[src/rtl/fnd_scan_driver.sv]
// fnd_scan_driver
// Multiplexed 4-digit 7-segment (FND) driver. A free-running scan counter
// steps through the four digits, with SCAN_DIV clocks per digit. Once per
// frame, at the end of digit 3, the binary input is sampled. It is then
// converted to BCD by a 14-step double-dabble sequencer and loaded into the
// display registers. Values above 9999 show dashes on every digit.
//
// Ports
//   clk       : system clock, rising edge
//   reset     : asynchronous, active-low reset
//   seg_data  : 14-bit unsigned value to display (0..16383)
//   dp        : decimal-point request for digit DP_DIGIT
//   seg       : registered, active-low segments {dp,g,f,e,d,c,b,a}
//   an        : registered, active-low anode select, an[0] = ones digit
//   busy      : high while a conversion is in progress (SHIFT or LOAD)
//   dbg_state : current conversion FSM state (0 IDLE, 1 SHIFT, 2 LOAD)
module fnd_scan_driver #(
  parameter int SCAN_DIV = 100000,
  parameter int DP_DIGIT = 2
) (
  input  logic        clk,
  input  logic        reset,
  input  logic [13:0] seg_data,
  input  logic        dp,
  output logic [7:0]  seg,
  output logic [3:0]  an,
  output logic        busy,
  output logic [1:0]  dbg_state
);

  localparam int CNT_W = $clog2(SCAN_DIV);

  typedef enum logic [1:0] {
    ST_IDLE  = 2'd0,
    ST_SHIFT = 2'd1,
    ST_LOAD  = 2'd2
  } state_t;

  // Double-dabble correction: add 3 to every nibble that is 5 or more, so
  // the following left shift carries correctly into the next decade.
  function automatic logic [15:0] dd_adjust(input logic [15:0] s);
    logic [15:0] r;
    r = s;
    for (int i = 0; i < 4; i++) begin
      if (s[4*i +: 4] >= 4'd5) r[4*i +: 4] = s[4*i +: 4] + 4'd3;
    end
    return r;
  endfunction

  // Active-low decode of a BCD digit onto segments {g,f,e,d,c,b,a}.
  function automatic logic [6:0] seg7(input logic [3:0] n);
    logic [6:0] r;
    case (n)
      4'd0:    r = 7'h40;
      4'd1:    r = 7'h79;
      4'd2:    r = 7'h24;
      4'd3:    r = 7'h30;
      4'd4:    r = 7'h19;
      4'd5:    r = 7'h12;
      4'd6:    r = 7'h02;
      4'd7:    r = 7'h78;
      4'd8:    r = 7'h00;
      4'd9:    r = 7'h10;
      default: r = 7'h7F;
    endcase
    return r;
  endfunction

  // Scan state
  logic [CNT_W-1:0] cnt_q, cnt_d;
  logic [1:0]       digit_q, digit_d;
  logic             term;
  logic             frame_tick;

  // Conversion state
  state_t           state_q, state_d;
  logic [13:0]      shreg_q, shreg_d;
  logic             dp_cap_q, dp_cap_d;
  logic             over_cap_q, over_cap_d;
  logic [15:0]      scratch_q, scratch_d;
  logic [3:0]       bit_cnt_q, bit_cnt_d;
  logic [15:0]      scratch_adj;

  // Display state
  logic [15:0]      bcd_q, bcd_d;
  logic             dp_disp_q, dp_disp_d;
  logic             over_q, over_d;

  // Output registers
  logic [7:0]       seg_q, seg_d;
  logic [3:0]       an_q, an_d;
  logic [3:0]       nib;

  assign term        = (cnt_q == CNT_W'(SCAN_DIV - 1));
  assign frame_tick  = term && (digit_q == 2'd3);
  assign scratch_adj = dd_adjust(scratch_q);

  always_comb begin
    cnt_d      = cnt_q;
    digit_d    = digit_q;
    state_d    = state_q;
    shreg_d    = shreg_q;
    dp_cap_d   = dp_cap_q;
    over_cap_d = over_cap_q;
    scratch_d  = scratch_q;
    bit_cnt_d  = bit_cnt_q;
    bcd_d      = bcd_q;
    dp_disp_d  = dp_disp_q;
    over_d     = over_q;

    if (term) begin
      cnt_d   = '0;
      digit_d = digit_q + 2'd1;
    end else begin
      cnt_d = cnt_q + CNT_W'(1);
    end

    // A frame tick outside IDLE is simply not looked at.
    case (state_q)
      ST_IDLE: begin
        if (frame_tick) begin
          shreg_d    = seg_data;
          dp_cap_d   = dp;
          over_cap_d = (seg_data > 14'd9999);
          scratch_d  = '0;
          bit_cnt_d  = '0;
          state_d    = ST_SHIFT;
        end
      end
      ST_SHIFT: begin
        scratch_d = {scratch_adj[14:0], shreg_q[13]};
        shreg_d   = {shreg_q[12:0], 1'b0};
        bit_cnt_d = bit_cnt_q + 4'd1;
        if (bit_cnt_q == 4'd13) state_d = ST_LOAD;
      end
      ST_LOAD: begin
        bcd_d     = scratch_q;
        dp_disp_d = dp_cap_q;
        over_d    = over_cap_q;
        state_d   = ST_IDLE;
      end
      default: state_d = ST_IDLE;
    endcase

    // Outputs are decoded from next-state values so seg/an always agree
    // with the registered digit index and the freshly loaded display.
    case (digit_d)
      2'd0:    nib = bcd_d[3:0];
      2'd1:    nib = bcd_d[7:4];
      2'd2:    nib = bcd_d[11:8];
      default: nib = bcd_d[15:12];
    endcase
    an_d       = ~(4'b0001 << digit_d);
    seg_d[6:0] = over_d ? 7'h3F : seg7(nib);
    seg_d[7]   = !((int'(digit_d) == DP_DIGIT) && dp_disp_d);
  end

  always_ff @(posedge clk or negedge reset) begin
    if (!reset) begin
      cnt_q      <= '0;
      digit_q    <= '0;
      state_q    <= ST_IDLE;
      shreg_q    <= '0;
      dp_cap_q   <= 1'b0;
      over_cap_q <= 1'b0;
      scratch_q  <= '0;
      bit_cnt_q  <= '0;
      bcd_q      <= '0;
      dp_disp_q  <= 1'b0;
      over_q     <= 1'b0;
      seg_q      <= 8'hC0;
      an_q       <= 4'b1110;
    end else begin
      cnt_q      <= cnt_d;
      digit_q    <= digit_d;
      state_q    <= state_d;
      shreg_q    <= shreg_d;
      dp_cap_q   <= dp_cap_d;
      over_cap_q <= over_cap_d;
      scratch_q  <= scratch_d;
      bit_cnt_q  <= bit_cnt_d;
      bcd_q      <= bcd_d;
      dp_disp_q  <= dp_disp_d;
      over_q     <= over_d;
      seg_q      <= seg_d;
      an_q       <= an_d;
    end
  end

  assign seg       = seg_q;
  assign an        = an_q;
  assign busy      = (state_q != ST_IDLE);
  assign dbg_state = state_q;

endmodule

[config.mk]
export PLATFORM = sky130hd
export DESIGN_NAME = fnd_scan_driver
export DESIGN_NICKNAME = d
export VERILOG_FILES = /design/src/rtl/fnd_scan_driver.sv
export SDC_FILE = /design/constraint.sdc
export NUM_CORES = 1
export LEC_CHECK = 0
export ABC_AREA = 1
export BUFFER_PORTS_ARGS = -buffer_cell sky130_fd_sc_hd__buf_2
export CAP_MARGIN = 40
export CORE_AREA = 2 2 86 88
export DETAILED_ROUTE_END_ITERATION = 8
export DIE_AREA = 0 0 88 90
export GPL_ROUTABILITY_DRIVEN = 0
export PLACE_DENSITY = 0.95
export SYNTH_ARGS = -nofsm -noshare
export SYNTH_HDL_FRONTEND = slang
export SYNTH_SLANG_ARGS = --single-unit
[constraint.sdc]
create_clock -name clk -period 4.58 [get_ports clk]
set_input_delay 0 -clock clk [delete_from_list [all_inputs] [get_ports clk]]
set_output_delay 0 -clock clk [all_outputs]
set_load 0.1 [all_outputs]
* Yosys cells after proc, flatten, opt, wreduce, memory -nomap -nowiden *
Memory sizes are Yosys's and may differ from the RTL's.
Index checks and enable logic that the tools add are counted.

storage, ports and cells
  flip-flop bits (word level) = 87
  bits in read-only memories = 112
  bits of input ports = 17
  word-level logic and storage cells = 68
  memories = 1

memory list
  memory           words  bits a word  read ports  clocked after memory_dff  wr ports  line  RTL
  (no name shown)  16     7            1           0                         0         53    case (n)

cells by class
  add/subtract/negate cells = 7
  order comparisons = 5
  eq/ne operators = 10
  shifts and indexed selects = 1
  multiplexer cells = 20
  bitwise gates (word level) = 1
  reduce and logical (&&, ||, !) cells = 10

operators with widths
  cell                   number
  $mux 16                2
  $pmux 16 s2            1
  $pmux 14 s2            1
  $add 17x1->17 const B  1
  $eq 17x17->1 const B   1
  $mux 17                1
  $ge 4x3->1 const B     4
  $mux 4                 4
  $gt 14x14->1 const B   1
  $mux 14                1
  $add 4x2->4 const B    3
  $pmux 4 s3             1
  $eq 2x2->1 const B     4
  $pmux 4 s2             1
  $mux 7                 1
  $mux 2                 3
  $reduce_and 2->1       3
  $add 4x1->4 const B    1
  $eq 2x1->1 const B     2
  $eq 4x4->1 const B     1
  $logic_not 2->1        2
  $ne 2x2->1 const B     2
  $not 4->4              1
  $pmux 2 s2             1
  other kinds (8)        11

* Longest topological paths before layout *
Gate-level depths: netlist of run 1.
An unclocked memory read counts as a cell.

  word-level depth = 6
  gate-level depth with buffers = 17
  gate-level depth less buffers = 17

* Worst setup path before layout of run 1 *
OpenSTA, ideal clock, no wires.

  path type = register to register
  start point = register state_q[0] (netlist: dbg_state[0])
  end point = register seg_q[5] (netlist: seg[5])
  setup time = 139 ps
  data arrival time = 2583 ps
  data required time = 4441 ps
  path slack = 1858 ps
  cell stages (with the launch flop) = 14
  clock period less this slack = 2722 ps
  path through = dfrtp_1 inv_1 nand2_1 buf_2 buf_2 nand2_1 o21ai_0 nand2_1 nand2_1 inv_1 ha_1 nand3b_1 nand3_1 nand3_1

on the way
  word-level cells in the longest chain between the ends = 5

ends and longest elaborated chain
  item                      line  RTL
  start: declaration        76    state_t state_q, state_d;
  start signal: assignment  176   state_q <= state_d;
  $eq 2x2->1 *              119   case (state_q)
  $mux 16                   119
  $pmux 4 s3                147   case (digit_d)
  $mem_v2 16x7              -
  $mux 7 *                  154   seg_d[6:0] = over_d ? 7'h3F : seg7(nib);
  via seg_d[5]              90    logic [7:0] seg_q, seg_d;
  end signal: assignment    185   seg_q <= seg_d;
  end: declaration          90

Mark *: on every way through the listed nets, which the timed path passes. The rest lies on a longest branch.
A chain may end at the register's enable or synchronous reset.

* Worst setup path after layout of run 1 *
  start point = register state_q[0] (netlist: dbg_state[0])
  end point = register seg_q[5] (netlist: seg[5])

on the way
  word-level cells in the longest chain between the ends = 5

ends and longest elaborated chain
  item          line  RTL
  $eq 2x2->1    119
  $mux 16       119
  via bcd_d[4]  85    logic [15:0] bcd_q, bcd_d;
  $pmux 4 s3    147
  $mem_v2 16x7  -
  $mux 7        154
  via seg_d[5]  90

The timed path passes the listed nets, and every way through them passes these cells.

==> run metrics, run 1 <==
status complete, no violations; most common cell after layout, fill and taps aside inv_1; post-synthesis sequential area ratio 0.493; Vias/cell 5.59; drt wl/cell 15.2 um; asr flop ratio synth 1.00; Comb pwr share 0.029; First-pass DRT Iterations 5; hpwl dp 6.82 mm; initial antenna violation count 0; WL final 10.1 mm; Sink Count 87; die span in y 90 um; Worst Path Arrival 2.93 ns; RSZ-0062 raised after global routing false; Worst path top cell family by delay simple AND/OR/NAND/NOR gates; row count 31; clk_skew 0.00793 ns; Max Cap Viol 0; H-tree depth 3; global-route wire length before repair 17.0 mm; share of post-route cells with drive strength above 1 0.164; vias in the first global route 3,816; Top Ports 32; # hold bufs at CTS 17; sw frac 0.220; post-synthesis cell area 4430 um^2; ANT cells 0; WP buf/inv 2; number of synthesized flops with an enable pin 0; Final Power 1310 uW; Syn. warnings 0; Setup crit end kind flop; largest net degree at the start of global routing 70; die width 88 um; gr ovfl total 0; worst path cell trace inv_1 > nand2_1 > nand2_1 > o21ai_0 > o21ai_0 > nand3_1 > nand2_1 > inv_1 > ha_1 > nand3b_1 > nand3_1 > nand3_1; Layout Nets 598; Port Buffers 31; Worst Setup Start Kind flop; Crit-path slowest cell nand2_1; GRT Total Usage 0.276; Starting Density 0.631; Post-CTS Setup Bufs 0; VDD IR max 0.156 mV; TNS Setup 0 ns; Storage cell area 2180 um^2; post_cts resized 0; Fin. Hold Viols 0; Rel. slew slack 0.403; Slew @ Worst Pin 0.894 ns; Tmin final 2.72 ns; DR vias 3,726; Hold Crit Class primary input to async pin; net switching power 289 uW; Clock power frac 0.387; register share of total power 0.584; CTS Buf Count 9; Clk pin slew, worst setup/hold paths 0.09 ns; Worst EP required 4.79 ns; DRC 0; Area growth syn-to-layout 14.3%; #FFs+latches synth 87; CTS Buffer Depth 2; CTS tree yes; Fmax 0.368 GHz; crit-path max FO 35; Avg Inst Size Synth 8.63 um^2; core box area 7020 um^2; Distinct cells, synth 34; Leak 0.00250 uW; cell-internal power 1030 uW; Syn Nets 548; DR iter-0 viols 302; final setup vio count 0; most frequent cells in the layout inv_1 (85), dfrtp_1 (82), nand2_1 (81); fillers 490; Main synth FF type dfrtp_1; area taken by multi-input logic gates 1850 um^2; Final Max Slew Viols 0; Detail Route Antenna Nets 0; Clock Tree Root clkbuf_8; Clock Latency Late Sink 0.35 ns; CP peak stage delay 0.53 ns; period utilisation layout 0.594; Syn Inst Count 513; die footprint 7920 um^2; power per standard cell area 260 nW/um^2; Crit Path Category flop to flop
stage by stage:
| stage | hold slack [ns] | setup slack [ns] | util | cells | area (um^2) |
|---|---|---|---|---|---|
| after floorplan | -0.296 | 1.86 | - | 513 | 4430 |
| after global placement | 0.209 | 2.13 | 0.665 | 633 | 4670 |
| after detailed placement | -0.0979 | 2.02 | 0.669 | 634 | 4700 |
| after CTS | 0.0762 | 1.89 | 0.721 | 667 | 5060 |
| after global routing | 0.0976 | 1.52 | 0.721 | 667 | 5060 |
| final | 0.0722 | 1.86 | 0.721 | 667 | 5060 |
layout make-up:
cell class | instances | share of cell area
Clock buffer | 12 | 0.0326
Tap cell | 99 | 0.0245
Inverter | 89 | 0.0660
Timing Repair Buffer | 51 | 0.0732
Clock inverter | 4 | 0.00569
Sequential cell | 87 | 0.432
Multi-Input combinational cell | 325 | 0.366
worst reg2reg max path, stage by stage, from the launching register on:
cell and delay [ns]:
dfrtp_1 0.39, inv_1 0.11, nand2_1 0.53, nand2_1 0.32
o21ai_0 0.18, o21ai_0 0.22, nand3_1 0.09, nand2_1 0.16
inv_1 0.11, ha_1 0.19, nand3b_1 0.15, nand3_1 0.08
nand3_1 0.06
per-layer routing:
metal	up-vias	routed length, um	GRT usage
met3	41	599	0.0523
li1	1767	-	-
met4	0	376	0.151
met2	158	5250	0.470
met5	-	0	0
met1	1760	3920	0.321
synth_stat cells, drive strengths merged (5+ instances only):
cell | n | area share
nand2 | 92 | 0.088
inv | 89 | 0.075
dfrtp | 82 | 0.46
o21ai | 59 | 0.068
nand3 | 50 | 0.066
nor2 | 41 | 0.047
ha | 18 | 0.051
a21oi | 17 | 0.019
o211ai | 13 | 0.022
xor2 | 8 | 0.016
buf | 6 | 0.0079
clkbuf | 6 | 0.0051
dfstp | 5 | 0.030
nand4 | 5 | 0.0071
o22ai | 5 | 0.0071
registers in the layout, indices dropped and copies added, names as in the netlist, 2 cells and up:
register	count
shreg_q	14
dbg_state	2
cnt_q	17
an	4
seg	8
bit_cnt_q	4
scratch_q	16
bcd_q	16
digit_q	2
path summary, 6_finish.rpt:
path                              start          end  slack [ns]  cells past startpoint
max                        dbg_state[0]       seg[5]        1.86                     12
max reg2reg                dbg_state[0]       seg[5]        1.86                     12
min reg2reg                    cnt_q[0]     cnt_q[0]        0.47                      1
max in group asynchronous         reset       seg[7]        3.88                      3
min in group clk                     dp     dp_cap_q        0.41                      4
min                               reset  shreg_q[11]        0.07                      2
cell families after synthesis:
logic type      count (synthesis)  synth area share
compound gates                 99             0.125
fa+ha+maj                      18            0.0509
mux                             1           0.00254
flops                          87             0.493
buf+inv                       101            0.0885
simple gates                  198             0.222
xor+xnor                        9            0.0178
power by group through the flow:
stage	combinational, uW	clock, uW	sequential, uW
final	37.8	509	768
after detailed placement	27.4	0	783
after CTS	37.6	513	768
after floorplan	0.778	0	783
after global placement	23.6	0	783
after global routing	42.7	547	768
Note: power is estimated with default switching activity, not from simulation.
==> inputs of run 2 (changes only) <==
--- a/config.mk
+++ b/config.mk
@@ -8,11 +8,11 @@
 export ABC_AREA = 1
 export BUFFER_PORTS_ARGS = -buffer_cell sky130_fd_sc_hd__buf_2
 export CAP_MARGIN = 40
-export CORE_AREA = 2 2 86 88
+export CORE_AREA = 2 2 94 96
 export DETAILED_ROUTE_END_ITERATION = 8
-export DIE_AREA = 0 0 88 90
+export DIE_AREA = 0 0 96 98
 export GPL_ROUTABILITY_DRIVEN = 0
-export PLACE_DENSITY = 0.95
+export PLACE_DENSITY = 0.86
 export SYNTH_ARGS = -nofsm -noshare
 export SYNTH_HDL_FRONTEND = slang
 export SYNTH_SLANG_ARGS = --single-unit
==> constraint.sdc (replaced) <==
create_clock -name clk -period 2.19 [get_ports clk]
set_input_delay 0 -clock clk [delete_from_list [all_inputs] [get_ports clk]]
set_output_delay 0 -clock clk [all_outputs]
set_load 0.1 [all_outputs]
==> run metrics, run 2 (synthesis gave the netlist of run 1 again) <==
Layout Nets 625; period utilisation layout 1.05; share of post-route cells with drive strength above 1 0.277; WP buf/inv 4; core box area 8470 um^2; Clock power frac 0.399; DRC 0; area taken by multi-input logic gates 2120 um^2; hpwl dp 6.74 mm; Port Buffers 31; Biggest register cnt_q; final setup vio count 5; Fmax 0.437 GHz; H-tree depth 3; Tmin final 2.29 ns; Sink Count 87; Top Ports 32; sw frac 0.213; Clock Tree Root clkbuf_8; Final Max Slew Viols 0; Clock Latency Late Sink 0.35 ns; RSZ-0062 raised after global routing true; cell-internal power 2200 uW; die span in y 98 um; GR peak layer met2; register share of total power 0.574; largest net degree at the start of global routing 56; max reg flops 17; Worst Setup Start Kind flop; final design utilization 0.658; Rel. slew slack 0.674; die footprint 9410 um^2; global-route wire length before repair 16.8 mm; Leak 0.00270 uW; DR iter-0 viols 238; Clk pin slew, worst setup/hold paths 0.09 ns; GRT Total Usage 0.225; worst r2r src cnt_q[4]; drt wl/cell 15.7 um; status finished, violations left; final worst slack -0.0989 ns; First-pass DRT Iterations 5; Storage cell area 2190 um^2; CTS tree yes; most common cell after layout, fill and taps aside inv_1; top flop regs cnt_q (17), bcd_q (16), scratch_q (16); net switching power 595 uW; WL final 11.1 mm; Worst Path Arrival 2.53 ns; Worst EP required 2.44 ns; crit-path max FO 5; CP peak stage delay 0.43 ns; initial antenna violation count 0; failing checks negative setup slack; Hold Crit Class primary input to async pin; fillers 601; met2 Use GR 0.389; clk_skew 0.0108 ns; Setup crit end kind flop; most frequent cells in the layout inv_1 (80), dfrtp_1 (79), nand2_1 (68); Comb pwr share 0.027; worst setup path startpoint cnt_q[4]; Vias/cell 5.52; Crit-path slowest cell dfrtp_1; power per standard cell area 502 nW/um^2; CTS Buf Count 9; Area growth syn-to-layout 25.8%; Final Power 2800 uW; Detail Route Antenna Nets 0; most used cell along the critical path nand3_2; Crit Path Category flop to flop; ANT cells 0; met1 Use GR 0.277; worst path cell trace inv_2 > nor2_2 > nand3_2 > inv_2 > nand3_2 > nand2_1 > nand2_4 > nor2_4 > nand2_1 > nand2_4 > inv_4 > ha_1 > inv_1 > nand2_2 > nand3_2 > nand3_2; Slew @ Worst Pin 0.483 ns; CTS Buffer Depth 2; Max Cap Viol 0; row count 34; gr ovfl total 0; DR vias 3,883; Fin. Hold Viols 0; grt met3 use 0.0340; Worst path top cell family by delay simple AND/OR/NAND/NOR gates; VDD IR max 0.399 mV; Starting Density 0.523; die width 96 um; vias in the first global route 3,816
==> run 2: cell count changes in the layout (fill, tap and decap cells not counted), moves of 4 or more <==
| cell | delta |
|---|---|
| buf_4 | +24 |
| nand3_1 | -15 |
| nand2_1 | -13 |
| nand3_2 | +13 |
| nand2_4 | +10 |
| nor2_1 | -6 |
| clkbuf_1 | +5 |
| inv_1 | -5 |
| ha_1 | -4 |
| nor2_4 | +4 |
| o21ai_0 | -4 |
==> run 2: through the flow <==
stage | hold WS (ns) | area [um^2] | setup WS (ns) | instances | TNS (ns)
floorplan | -0.296 | 4440 | 0.0184 | 513 | 0
global placement | -0.0238 | 4850 | 0.0635 | 660 | 0
detailed placement | -0.0233 | 4850 | -0.100 | 660 | -0.282
CTS | 0.150 | 5230 | -0.0000804 | 694 | -0.0000804
global route | 0.174 | 5570 | -0.228 | 703 | -1.16
finish | 0.127 | 5570 | -0.0989 | 703 | -0.251
==> run 2: power by group through the flow <==
stage          registers, uW  logic, uW  clock network [uW]
2_1_floorplan           1640       1.63                   0
3_3_place_gp            1640       53.9                   0
3_5_place_dp            1640       55.4                   0
4_1_cts                 1610       77.1                1120
5_1_grt                 1610       87.1                1180
6_report                1610       76.7                1120
==> run 2: final cells by class <==
type	instances	share of cell area
inverter	89	0.0609
tap	108	0.0243
clock inverter	1	0.00539
timing repair buffer	78	0.108
sequential	87	0.394
multi-input combinational	325	0.380
clock buffer	15	0.0281
==> run 2: worst register-to-register path, delay by kind of cell, from the launching register on <==
family	cells	cell delay, ns
flops	1	0.43
simple gates	11	1.24
buf+inv	4	0.34
fa+ha+maj	1	0.17
==> run 2: path summary, 6_finish.rpt <==
check                                end  slack (ns)  depth (start not counted)
min                        scratch_q[11]        0.13                          2
max reg2reg                       seg[3]        -0.1                         16
max                               seg[3]        -0.1                         16
min in group clk              shreg_q[0]        0.41                          4
max in group asynchronous         seg[6]        1.39                          3
min reg2reg                     dp_cap_q        0.50                          2
==> run 2: metal layers <==
metal | wire [um] | vias up
met5 | 0 | -
met4 | 344 | 0
met3 | 588 | 33
met2 | 5900 | 152
met1 | 4240 | 1884
li1 | - | 1814
==> run 2: what timing repair did <==
item	CTS	global route
hold endpoints to repair	48	0
resized for setup	5	63
hold buffers	16	0
setup buffers	2	8
setup endpoints to repair	5	31
pin swaps	4	27
gates cloned	0	1
==> inputs of run 3 (changes only) <==
==> config.mk (replaced) <==
export PLATFORM = sky130hd
export DESIGN_NAME = fnd_scan_driver
export DESIGN_NICKNAME = d
export VERILOG_FILES = /design/src/rtl/fnd_scan_driver.sv
export SDC_FILE = /design/constraint.sdc
export NUM_CORES = 1
export LEC_CHECK = 0
export BUFFER_PORTS_ARGS = -buffer_cell sky130_fd_sc_hd__buf_2
export CAP_MARGIN = 40
export CORE_AREA = 2 2 77 116
export DETAILED_ROUTE_END_ITERATION = 8
export DIE_AREA = 0 0 79 118
export GPL_ROUTABILITY_DRIVEN = 0
export PLACE_DENSITY = 0.87
export SYNTH_ARGS = -nofsm -noshare
export SYNTH_HDL_FRONTEND = slang
export SYNTH_SLANG_ARGS = --single-unit
==> run metrics, run 3 <==
failing checks negative setup slack; die width 79 um; top cells by area, synth dfrtp_1 (46%), ha_1 (5.1%), nand2_1 (4.7%), mux4_2 (4.6%), dfstp_2 (3.0%); Crit Path Category flop to flop; worst setup path startpoint dbg_state[1]; global-route wire length before repair 16.0 mm; Detail Route Antenna Nets 0; Clk pin slew, worst setup/hold paths 0.06 ns; most common cell after layout, fill and taps aside dfrtp_1; Fmax 0.410 GHz; First-pass DRT Iterations 4; most frequent cell after synthesis dfrtp_1; max reg flops 17; clk_skew 0.00614 ns; gr ovfl total 0; worst r2r src dbg_state[1]; Post-Route Hold Slack 0.127 ns; Top Ports 32; power per standard cell area 570 nW/um^2; final setup vio count 7; post-synthesis sequential area ratio 0.493; Biggest register cnt_q; Syn. warnings 0; row count 41; Leak 0.00261 uW; Slew @ Worst Pin 0.631 ns; Main synth FF type dfrtp_1; Syn Inst Count 401; Cell Area, Placed 4970 um^2; WL final 9.95 mm; CTS Buffer Depth 2; status finished, violations left; Post-synth top cells dfrtp_1 (82), nand2_1 (55), nor2_1 (35), ha_1 (18); hpwl dp 6.68 mm; Synth top area share 0.463; die footprint 9320 um^2; R2R depth 9; vias in the first global route 3,562; Tmin final 2.44 ns; crit-path max FO 7; VDD IR max 0.558 mV; period utilisation layout 1.11; Area growth syn-to-layout 26.2%; post-synthesis cell area 4430 um^2; Hold Crit Class primary input to async pin; RSZ-0062 raised after global routing true; Clock Tree Root clkbuf_16; share of post-route cells with drive strength above 1 0.302; drt wl/cell 16.6 um; Distinct cells, synth 49; Worst Path Arrival 2.67 ns; Vias/cell 5.67; Design Area, Final 5590 um^2; Sink Count 87; die span in y 118 um; top flop regs cnt_q (17), bcd_q (16), scratch_q (16); #FFs+latches synth 87; final worst slack -0.250 ns; Clock Latency Late Sink 0.35 ns; fillers 586; Final Max Slew Viols 0; ANT cells 0; Port Buffers 31; Worst EP required 2.42 ns; Worst Setup Start Kind flop; Avg Inst Size Synth 11.1 um^2; Fin. Hold Viols 0; most frequent cells in the layout dfrtp_1 (80), nand2_1 (55), buf_4 (39); CTS Buf Count 9; DR vias 3,403; core box area 8310 um^2; CTS tree yes; DR iter-0 viols 224; Rel. slew slack 0.579; DRC 0; asr flop ratio synth 1.00; initial antenna violation count 0; Syn Nets 436; H-tree depth 3; Max Cap Viol 0; Setup crit end kind flop; leading area contributor after synthesis dfrtp_1; R2R setup slack -0.25 ns; Starting Density 0.533; number of synthesized flops with an enable pin 0; largest net degree at the start of global routing 34; GRT Total Usage 0.223; Layout Nets 523; Reg2Reg Capture Point seg[5]
## run 3: metal layers
layer	global-route usage	wire (um)	share of wire	vias to the layer above
met5	0	0	0	-
met4	0.123	325	0.033	0
met3	0.0468	387	0.039	25
met2	0.397	5570	0.56	83
met1	0.239	3670	0.37	1714
li1	-	-	-	1581
## run 3: cell families (layout without fill, tap and decap cells)
logic type | Yosys count | count (layout) | synth area share
AO/OA/AOI/OAI | 68 | 68 | 0.0962
XOR/XNOR | 26 | 26 | 0.0514
adder cells (fa/ha/maj) | 18 | 18 | 0.0508
buffers and inverters | 35 | 127 | 0.0361
flip-flops | 87 | 87 | 0.493
multiplexers | 35 | 35 | 0.132
AND/OR/NAND/NOR | 132 | 132 | 0.141
## run 3: through the flow
stage	setup WS, ns	cells	utilization	setup TNS (ns)	power, uW
2_1_floorplan	-0.378	401	-	-2.44	1640
3_3_place_gp	-0.129	556	0.599	-0.620	1700
3_5_place_dp	-0.197	556	0.599	-1.03	1700
4_1_cts	-0.212	589	0.655	-1.18	3210
5_1_grt	-0.316	600	0.673	-1.89	3290
6_report	-0.250	600	0.673	-1.31	3190
## run 3: how the worst max path moves through the flow
| stage | end | slack (ns) | cells past startpoint |
|---|---|---|---|
| global placement | seg[5] | -0.13 | 9 |
| finish | seg[5] | -0.25 | 9 |
| floorplan | seg[4] | -0.38 | 9 |
| CTS | seg[5] | -0.21 | 9 |
| global route | seg[5] | -0.32 | 9 |
| detailed placement | seg[5] | -0.20 | 9 |
## run 3: cell type report
cell class	instances	area, um^2	area share
clock inverter	5	40.0	0.00716
multi-input combinational	279	2180	0.390
inverter	17	63.8	0.0114
clock buffer	11	253	0.0452
sequential	87	2190	0.392
timing repair buffer	94	729	0.130
tap	107	134	0.0239
## run 3: report_power, final
| group | internal [uW] | switching, uW |
|---|---|---|
| clock network | 840 | 662 |
| logic | 35.2 | 44.4 |
| registers | 1610 | 0 |
## run 3: repair_timing
| action | 4_1_cts | 5_1_grt |
|---|---|---|
| pin swaps | 0 | 7 |
| hold buffers | 16 | 0 |
| cloned | 0 | 2 |
| hold endpoints to repair | 57 | 0 |
| endpoints found under the setup margin | 10 | 24 |
| resized for setup | 2 | 14 |
| setup buffers | 1 | 9 |
## run 3: critical path, stage by stage (launching register included)
cell and delay, ns:
dfrtp_4 0.49, nand2b_4 0.17, clkbuf_16 0.18, mux4_1 0.55, mux2i_1 0.16, mux2_4 0.22
inv_2 0.06, ha_1 0.19, mux2i_1 0.19, a21oi_1 0.09
